**src/rtl/hms_pkg.sv**
```systemverilog
// Shared constants and types for the HH:MM:SS counter that feeds the six-digit display driver.
package hms_pkg;

   localparam int unsigned DIGIT_W = 6;

   typedef logic [DIGIT_W-1:0] digit_t;

   // Digit code the display driver renders dark.
   localparam digit_t BLANK_CODE = 6'b111111;

   localparam int unsigned SEC_MAX  = 59;
   localparam int unsigned MIN_MAX  = 59;
   localparam int unsigned HOUR_MAX = 23;

endpackage

```
**src/rtl/hms_time_counter_if.sv**
```systemverilog
// Control inputs and digit/strobe outputs of hms_time_counter, grouped as one bus.
interface hms_time_counter_if #(
   parameter int unsigned DIGIT_W = hms_pkg::DIGIT_W
);

   logic               en;
   logic               inc_min;
   logic               inc_hour;
   logic [DIGIT_W-1:0] D0;
   logic [DIGIT_W-1:0] D1;
   logic [DIGIT_W-1:0] D2;
   logic [DIGIT_W-1:0] D3;
   logic [DIGIT_W-1:0] D4;
   logic [DIGIT_W-1:0] D5;
   logic               sec_pulse;

   modport master (
      output en, inc_min, inc_hour,
      input  D0, D1, D2, D3, D4, D5, sec_pulse
   );

   modport slave (
      input  en, inc_min, inc_hour,
      output D0, D1, D2, D3, D4, D5, sec_pulse
   );

endinterface

```
**src/rtl/bcd_mod_counter.sv**
```systemverilog
// Two-digit BCD counter wrapping after TensMax:OnesMax; tick increments chain through carry_in_en,
// set_inc increments unconditionally without producing a carry.
module bcd_mod_counter
   import hms_pkg::*;
#(
   parameter int unsigned TensMax       = 5,
   parameter int unsigned OnesMax       = 9,
   parameter int unsigned DIGIT_W       = hms_pkg::DIGIT_W,
   parameter bit          BlankZeroTens = 1'b0
) (
   input  logic               clk,
   input  logic               rst,
   input  logic               inc,
   input  logic               set_inc,
   input  logic               carry_in_en,
   output logic [DIGIT_W-1:0] ones,
   output logic [DIGIT_W-1:0] tens,
   output logic               carry_out
);

   localparam logic [3:0] TensLim = 4'(TensMax);
   localparam logic [3:0] OnesLim = 4'(OnesMax);

   logic [3:0] ones_q, ones_d;
   logic [3:0] tens_q, tens_d;
   logic       at_max;
   logic       advance;

   always_comb begin
      at_max    = (tens_q == TensLim) && (ones_q == OnesLim);
      advance   = set_inc | (inc & carry_in_en);
      carry_out = ~set_inc & inc & carry_in_en & at_max;
      ones_d    = ones_q;
      tens_d    = tens_q;
      if (advance) begin
         if (at_max) begin
            ones_d = 4'd0;
            tens_d = 4'd0;
         end else if (ones_q == 4'd9) begin
            ones_d = 4'd0;
            tens_d = tens_q + 4'd1;
         end else begin
            ones_d = ones_q + 4'd1;
         end
      end
   end

   always_ff @(posedge clk) begin
      if (rst) begin
         ones_q <= 4'd0;
         tens_q <= 4'd0;
      end else begin
         ones_q <= ones_d;
         tens_q <= tens_d;
      end
   end

   assign ones = DIGIT_W'(ones_q);

   if (BlankZeroTens) begin : g_blank
      // Separate output flop so the blanked word stays registered while tens_q keeps the value.
      localparam logic [DIGIT_W-1:0] Blank = '1;
      logic [DIGIT_W-1:0] tens_word_q;

      always_ff @(posedge clk) begin
         if (rst) begin
            tens_word_q <= Blank;
         end else begin
            tens_word_q <= (tens_d == 4'd0) ? Blank : DIGIT_W'(tens_d);
         end
      end

      assign tens = tens_word_q;
   end else begin : g_plain
      assign tens = DIGIT_W'(tens_q);
   end

endmodule

```
**src/rtl/hms_time_counter.sv**
```systemverilog
// 24-hour HH:MM:SS time keeper with 1 Hz prescaler, run/pause and manual minute/hour set.
// Build option: define HMS_LEADING_BLANK_EN to blank D5 while the hours tens digit is zero.
module hms_time_counter
   import hms_pkg::*;
#(
   parameter int unsigned TICK_DIV = 50_000_000,
   parameter int unsigned DIGIT_W  = hms_pkg::DIGIT_W
) (
   input logic               clk,
   input logic               rst,
   hms_time_counter_if.slave bus
);

   localparam int unsigned     CntW    = (TICK_DIV > 1) ? $clog2(TICK_DIV) : 1;
   localparam logic [CntW-1:0] CntLast = CntW'(TICK_DIV - 1);

`ifdef HMS_LEADING_BLANK_EN
   localparam bit BlankLead = 1'b1;
`else
   localparam bit BlankLead = 1'b0;
`endif

   logic [CntW-1:0] presc_q, presc_d;
   logic            tick;
   logic            tick_apply;
   logic            sec_pulse_q;
   logic            sec_carry;
   logic            min_carry;
   logic            unused_hour_carry;

   always_comb begin
      tick    = bus.en && (presc_q == CntLast);
      presc_d = presc_q;
      if (bus.en) begin
         presc_d = tick ? '0 : presc_q + 1'b1;
      end
      // A manual set swallows a coincident tick; the prescaler still wraps.
      tick_apply = tick & ~(bus.inc_min | bus.inc_hour);
   end

   always_ff @(posedge clk) begin
      if (rst) begin
         presc_q     <= '0;
         sec_pulse_q <= 1'b0;
      end else begin
         presc_q     <= presc_d;
         sec_pulse_q <= tick_apply;
      end
   end

   bcd_mod_counter #(
      .TensMax      (SEC_MAX / 10),
      .OnesMax      (SEC_MAX % 10),
      .DIGIT_W      (DIGIT_W),
      .BlankZeroTens(1'b0)
   ) u_sec (
      .clk        (clk),
      .rst        (rst),
      .inc        (tick_apply),
      .set_inc    (1'b0),
      .carry_in_en(1'b1),
      .ones       (bus.D0),
      .tens       (bus.D1),
      .carry_out  (sec_carry)
   );

   bcd_mod_counter #(
      .TensMax      (MIN_MAX / 10),
      .OnesMax      (MIN_MAX % 10),
      .DIGIT_W      (DIGIT_W),
      .BlankZeroTens(1'b0)
   ) u_min (
      .clk        (clk),
      .rst        (rst),
      .inc        (tick_apply),
      .set_inc    (bus.inc_min),
      .carry_in_en(sec_carry),
      .ones       (bus.D2),
      .tens       (bus.D3),
      .carry_out  (min_carry)
   );

   bcd_mod_counter #(
      .TensMax      (HOUR_MAX / 10),
      .OnesMax      (HOUR_MAX % 10),
      .DIGIT_W      (DIGIT_W),
      .BlankZeroTens(BlankLead)
   ) u_hour (
      .clk        (clk),
      .rst        (rst),
      .inc        (tick_apply),
      .set_inc    (bus.inc_hour),
      .carry_in_en(min_carry),
      .ones       (bus.D4),
      .tens       (bus.D5),
      .carry_out  (unused_hour_carry)
   );

   assign bus.sec_pulse = sec_pulse_q;

endmodule

```
**src/flat_wrapper.sv**
```systemverilog
// flat-port wrapper written by rule: the top's interface ports become plain ports
module hms_time_counter_flat import hms_pkg::*;
#(
   parameter int unsigned TICK_DIV = 50_000_000,
   parameter int unsigned DIGIT_W  = hms_pkg::DIGIT_W
)
  (clk, rst, bus_en, bus_inc_min, bus_inc_hour, bus_D0, bus_D1, bus_D2, bus_D3, bus_D4, bus_D5, bus_sec_pulse);
  hms_time_counter_if #(.DIGIT_W(DIGIT_W)) bus_i ();
  input logic clk;
  input logic rst;
  input wire logic [$bits(bus_i.en)-1:0] bus_en;
  input wire logic [$bits(bus_i.inc_min)-1:0] bus_inc_min;
  input wire logic [$bits(bus_i.inc_hour)-1:0] bus_inc_hour;
  output wire logic [$bits(bus_i.D0)-1:0] bus_D0;
  output wire logic [$bits(bus_i.D1)-1:0] bus_D1;
  output wire logic [$bits(bus_i.D2)-1:0] bus_D2;
  output wire logic [$bits(bus_i.D3)-1:0] bus_D3;
  output wire logic [$bits(bus_i.D4)-1:0] bus_D4;
  output wire logic [$bits(bus_i.D5)-1:0] bus_D5;
  output wire logic [$bits(bus_i.sec_pulse)-1:0] bus_sec_pulse;
  assign bus_i.en = bus_en;
  assign bus_i.inc_min = bus_inc_min;
  assign bus_i.inc_hour = bus_inc_hour;
  assign bus_D0 = bus_i.D0;
  assign bus_D1 = bus_i.D1;
  assign bus_D2 = bus_i.D2;
  assign bus_D3 = bus_i.D3;
  assign bus_D4 = bus_i.D4;
  assign bus_D5 = bus_i.D5;
  assign bus_sec_pulse = bus_i.sec_pulse;
  hms_time_counter #(.TICK_DIV(TICK_DIV), .DIGIT_W(DIGIT_W)) u_core (.clk(clk), .rst(rst), .bus(bus_i));
endmodule
```
**config.mk**
```make
export PLATFORM = sky130hd
export DESIGN_NAME = hms_time_counter_flat
export DESIGN_NICKNAME = d
export VERILOG_FILES = /design/src/rtl/hms_pkg.sv /design/src/rtl/hms_time_counter_if.sv /design/src/rtl/bcd_mod_counter.sv /design/src/rtl/hms_time_counter.sv /design/src/flat_wrapper.sv
export SDC_FILE = /design/constraint.sdc
export NUM_CORES = 1
export LEC_CHECK = 0
export BUFFER_PORTS_ARGS = -buffer_cell sky130_fd_sc_hd__buf_2
export CORE_MARGIN = 2
export CORE_UTILIZATION = 55
export CTS_BUF_LIST = sky130_fd_sc_hd__clkbuf_8
export CTS_CLUSTER_SIZE = 24
export DETAILED_ROUTE_END_ITERATION = 8
export PLACE_DENSITY = 0.8
export SYNTH_ARGS = -nofsm -noshare
export SYNTH_HDL_FRONTEND = slang
export SYNTH_SLANG_ARGS = --single-unit
```
**constraint.sdc**
```tcl
create_clock -name clk -period 5 [get_ports clk]
set_input_delay 0.25 -clock clk [delete_from_list [all_inputs] [get_ports clk]]
set_output_delay 0.25 -clock clk [all_outputs]
set_load 0.05 [all_outputs]
```
# Word-level counts from Yosys, hierarchy flattened
# Cells that the tools add are included.
# W data, S select, Z words.
dict set report classes {
  addsub 7
  eq_ne 8
  muxes 13
  bitwise 12
  n_reduce_logical 10
}
# cell count
set ops {}
lappend ops {{$mux W4} 12}
lappend ops {{$add A26 B1 Y26 const B} 1}
lappend ops {{$eq A26 B26 Y1 const B} 1}
lappend ops {{$mux W26} 1}
lappend ops {{$add A4 B1 Y4 const B} 6}
lappend ops {{$eq A4 B4 Y1 const B} 3}
lappend ops {{$eq A4 B2 Y1 const B} 2}
lappend ops {{$eq A4 B3 Y1 const B} 2}
lappend ops {{$and A1 B1 Y1} 7}
lappend ops {{$reduce_and A2 Y1} 3}
lappend ops {{$reduce_bool A2 Y1} 3}
lappend ops {{$logic_and A1 B1 Y1} 4}
lappend ops {{$or A1 B1 Y1} 3}
lappend ops {{$not A1 Y1} 2}
dict set report totals {
  reg_bits 51
  in_bits 5
  output_inout_bits 37
  wordCells 58
}

# Logic depth before layout (Yosys ltp)
dict set report logic_depth {
  word_depth 9
  depth_mapped 9
  ltp_nobuf 7
}

# Modules after synthesis
# A second synthesis with hierarchy kept.
dict set report hier_totals {
  cells_unflattened 332
  area_unflattened_um2 2925.3
}
# mod n_inst cells_each area_each_um2 seq_area_each_um2
set modules_own_cells {}
lappend modules_own_cells {hms_time_counter 1 157 1397.6 540.5}
lappend modules_own_cells {{bcd_mod_counter (u_core.u_min ...)} 2 58 506.7 160.2}
lappend modules_own_cells {{bcd_mod_counter (u_core.u_hour)} 1 59 514.2 160.2}

# Worst setup path before layout
# Ideal clock, no wire load.
dict set report synth_path {
  kind {register to register}
  startpoint {register u_core.u_sec.tens_q[0]}
  endpoint {register u_core.u_hour.tens_q[0]}
  setup_time_ns 0.121
  arrival_time_ns 2.204
  t_required_ns 4.879
  slack_ns 2.675
  path_stages_with_launch 9
  n_path_buf 2
  period_less_slack_ns 2.325
  cell_sequence {dfxtp_1 ha_1 and3b_1 clkbuf_1 nand4_1 nor3_1 buf_2 o21a_1 mux2_2}
}
dict set report synth_via {
  elab_chain_cells 8
}
# element line
set synth_rtl {}
lappend synth_rtl {{start, declared} bcd_mod_counter.sv:25} ;# logic [3:0] tens_q, tens_d;
lappend synth_rtl {{start signal, assigned} bcd_mod_counter.sv:54} ;# tens_q <= tens_d;
lappend synth_rtl {{$eq A4 B3 Y1} bcd_mod_counter.sv:30} ;# at_max = (tens_q == TensLim) && (ones_q == OnesLim);
lappend synth_rtl {{$logic_and A1 B1 Y1} bcd_mod_counter.sv:30}
lappend synth_rtl {{$and A1 B1 Y1 (3 in series)} bcd_mod_counter.sv:32} ;# carry_out = ~set_inc & inc & carry_in_en & at_max;
lappend synth_rtl {{$and A1 B1 Y1} bcd_mod_counter.sv:31} ;# advance = set_inc | (inc & carry_in_en);
lappend synth_rtl {{$or A1 B1 Y1} bcd_mod_counter.sv:31}
lappend synth_rtl {{$reduce_and A2 Y1 (no line)} --}
lappend synth_rtl {{end signal, assigned} bcd_mod_counter.sv:54}
lappend synth_rtl {{end, declared} bcd_mod_counter.sv:25}
# No other way between the ends.
# A chain may end at the register's enable or synchronous reset.

# Worst setup path after layout
dict set report layout_path {
  startpoint {register u_core.presc_q[0]}
  endpoint {register u_core.presc_q[15]}
}
dict set report layout_via {
  elab_chain_cells 3
  elab_cells_between_ends 4
  classes_between {add/sub: 1; eq/ne: 1; mux: 1; reduce/logical: 1}
}
# element line
set layout_rtl {}
lappend layout_rtl {{start, declared} hms_time_counter.sv:23} ;# logic [CntW-1:0] presc_q, presc_d;
lappend layout_rtl {{start signal, assigned} hms_time_counter.sv:46} ;# presc_q <= presc_d;
lappend layout_rtl {{parallel branches: the longest is 2 deep, another holds $add A26 B1 Y26} --}
lappend layout_rtl {{$mux W26 (*)} hms_time_counter.sv:35} ;# presc_d = tick ? '0 : presc_q + 1'b1;
# Mark *: on every way between the ends.

==> run_results.csv <==
group,metric,value,unit
synthesis,synth_area_leaders,"dfxtp_1 (35%), xnor2_1 (5.7%), ha_1 (5.5%)",
routing,vias,2437,
placed_design,pre_cts_slack,2570,ps
setup_path,cp_data_required_time,5170,ps
routing,antenna_left,0,
setup_path,worstSetupStartpoint,"u_core.presc_q[0]$_SDFFE_PP0P_",
setup_path,cp.arrival,2610,ps
clocking,cts_max_path_buffers,2,
hold_path,min_from,"bus_en",
floorplanning,rows,26,
sta,finalCriticalPeriod,2440,ps
floorplanning,coreArea,5140,um^2
setup_path,reg2reg_from,"u_core.presc_q[0]$_SDFFE_PP0P_",
global_routing,grt_pass1_vias,2252,
hold_path,hp-class,"input pin to flip-flop",
clocking,htree_levels,2,
clocking,clock_sinks,51,
placed_design,numPortBuffers,29,
synthesis,yosysMostFrequentCell,"dfxtp_1",
synthesis,ys_ff_latch,51,
clocking,post_cts_buffers,0,
global_routing,grt_use_total,19.7,%
sta,fin_tns_setup,0,ps
synthesis,ys.warnings.count,0,
synthesis,synth_cell_types,54,
routing,wl,5.79,mm
layout,final_nets,380,
setup_path,cp-end-kind,"flip-flop",
synthesis,synth_ff_type,"dfxtp_1",
sta,period_share,48.8,%
sta,slew_violations,0,
global_routing,antenna_found_initial,0,
sta,finClkSkew,4.73,ps
synthesis,syn_area_per_cell,8.55,um^2
routing,first_pass_iters,4,
synthesis,synth_top_area_share,34.7,%
setup_path,crit_fanout,22,
clocking,cts_tree,"yes",
synthesis,syn_inst,344,
routing,avgRoutedWirePerCell,13.4,um
setup_path,start_kind,"flip-flop",
pwr,ir_worst_vdd,0.158,mV
clocking,cts-buffers-inserted,5,
synthesis,async_flop_share,0,%
clocking,insertion_delay,300,ps
sta,relSlewSlack,51.4,%
floorplanning,die_area,5950,um^2
routing,drtIter0Drc,95,
layout,drive_above_1_share,13.5,%
global_routing,grt_overflow,0,
routing,drc,0,
global_routing,grt_max_degree,44,
clocking,root_buffer,"clkbuf_8",
pwr,p_per_area,239,nW/um^2
synthesis,ys_seq_area_share,34.7,%
sta,rsz0062_at_grt,"no",
clocking,cts_hold_buf,0,
layout,area_growth,6.64,%
clocking,cts_resized,0,
floorplanning,io_pins,42,
sta,setup_slack,2560,ps
sta,worst_slew_pin_slew,728,ps
routing,via_per_inst,5.63,
clocking,clkTransAtPathRegs,90,ps
synthesis,synthTopCellsByCount,"dfxtp_1 (51), nor2_1 (43), nand2_1 (22)",
sta,fmax,410,MHz
synthesis,synth_area,2940,um^2
placed_design,hpwl,4.00,mm
sta,hold_viol,0,
layout,diodes,0,
global_routing,grt_first_pass_wirelength,9.86,mm
floorplanning,die_h,77.1,um
floorplanning,start_util,57.2,%
placed_design,globalplace.congestion,0.796,
outcome,status,"finished, final reports clean",
synthesis,netlist.top_cell.by_area,"dfxtp_1",
sta,setup_viol,0,
flow_run,drv_cap,0,
pwr,power_leakage,0.00119,uW
synthesis,synth_edf_count,0,
floorplanning,die_w,77.1,um
setup_path,crit_type,"flip-flop to flip-flop",
layer usage:
| layer | vias up | share of wire (%) | global-route usage (%) |
|---|---|---|---|
| li1 | 1240 | - | - |
| met1 | 1152 | 49 | 25.6 |
| met2 | 40 | 47 | 33.9 |
| met3 | 5 | 2.8 | 3.18 |
| met4 | 0 | 0.72 | 5.18 |
| met5 | - | 0 | 0 |
sequential cells by signal (all words and copies together) (netlist names):
name and flops:
u_core.u_min.ones_q 4, u_core.u_hour.tens_q 4, u_core.presc_q 26, u_core.u_hour.ones_q 4, u_core.bus.sec_pulse 1, u_core.u_sec.ones_q 4
u_core.u_min.tens_q 4, u_core.u_sec.tens_q 4
cell families (layout without fill, tap and decap cells):
group / count (synthesis) / in the layout / share of synthesized area [%]
AND/OR/NAND/NOR: 165 / 165 / 31.9
flip-flops: 51 / 51 / 34.7
buffers and inverters: 44 / 52 / 8.12
AO/OA/AOI/OAI: 35 / 35 / 8.59
XOR/XNOR: 25 / 25 / 7.44
adder cells (fa/ha/maj): 13 / 13 / 5.53
multiplexers: 10 / 10 / 3.57
other: 1 / 12 / 0.127
cell usage in the layout (no fill, tap or decap), types with 6 or more instances in the layout:
master,count
dfxtp_1,51
nor2_1,43
buf_2,29
nand2_1,22
xnor2_1,19
nand3_1,17
nor3_1,17
inv_1,15
ha_1,13
conb_1,12
nor4_1,10
nand4_1,8
clkbuf_8,7
mux2i_1,6
xor2_1,6
o21ai_0,6
power breakdown:
part | switching, uW | internal (uW)
clock network | 133 | 125
logic | 57.0 | 16.3
registers | 6.76 | 411
total | 197 | 552
area by class of cell:
cell class | instances | area (um^2)
clock inverters | 1 | 3.75
inverters | 14 | 52.6
flip-flops and latches | 51 | 1020
multi-input cells | 260 | 1720
repair buffers | 30 | 153
well taps | 70 | 87.6
clock buffers | 7 | 96.3
fillers | 483 | 2000
worst max-delay path: stages, from the launching register on:
cell,delay (ps)
dfxtp_1,380
ha_1,170
and3_1,270
nand4_4,200
or4_1,590
nand2_1,580
nor2_1,120
stage by stage:
step | util [%] | total power [uW] | instance area, um^2 | hold slack (ps) | cells
floorplan | - | 495 | 2980 | 398 | 355
CTS | 61.0 | 755 | 3140 | 249 | 433
global route | 61.0 | 778 | 3140 | 277 | 433
detailed placement | 59.1 | 501 | 3040 | 476 | 425
global placement | 59.1 | 499 | 3040 | 466 | 425
finish | 61.0 | 749 | 3140 | 253 | 433
worst paths after layout:
kind | slack, ps | end | cells after the start
worst min-delay path | 250 | u_core.presc_q[1]$_SDFFE_PP0P_ | 3
worst max register to register | 2560 | u_core.presc_q[15]$_SDFFE_PP0P_ | 6
worst max-delay path | 2560 | u_core.presc_q[15]$_SDFFE_PP0P_ | 6
worst min register to register | 490 | u_core.u_min.tens_q[3]$_SDFFE_PP0P_ | 2
No activity file was read; power rests on OpenSTA's default activity.
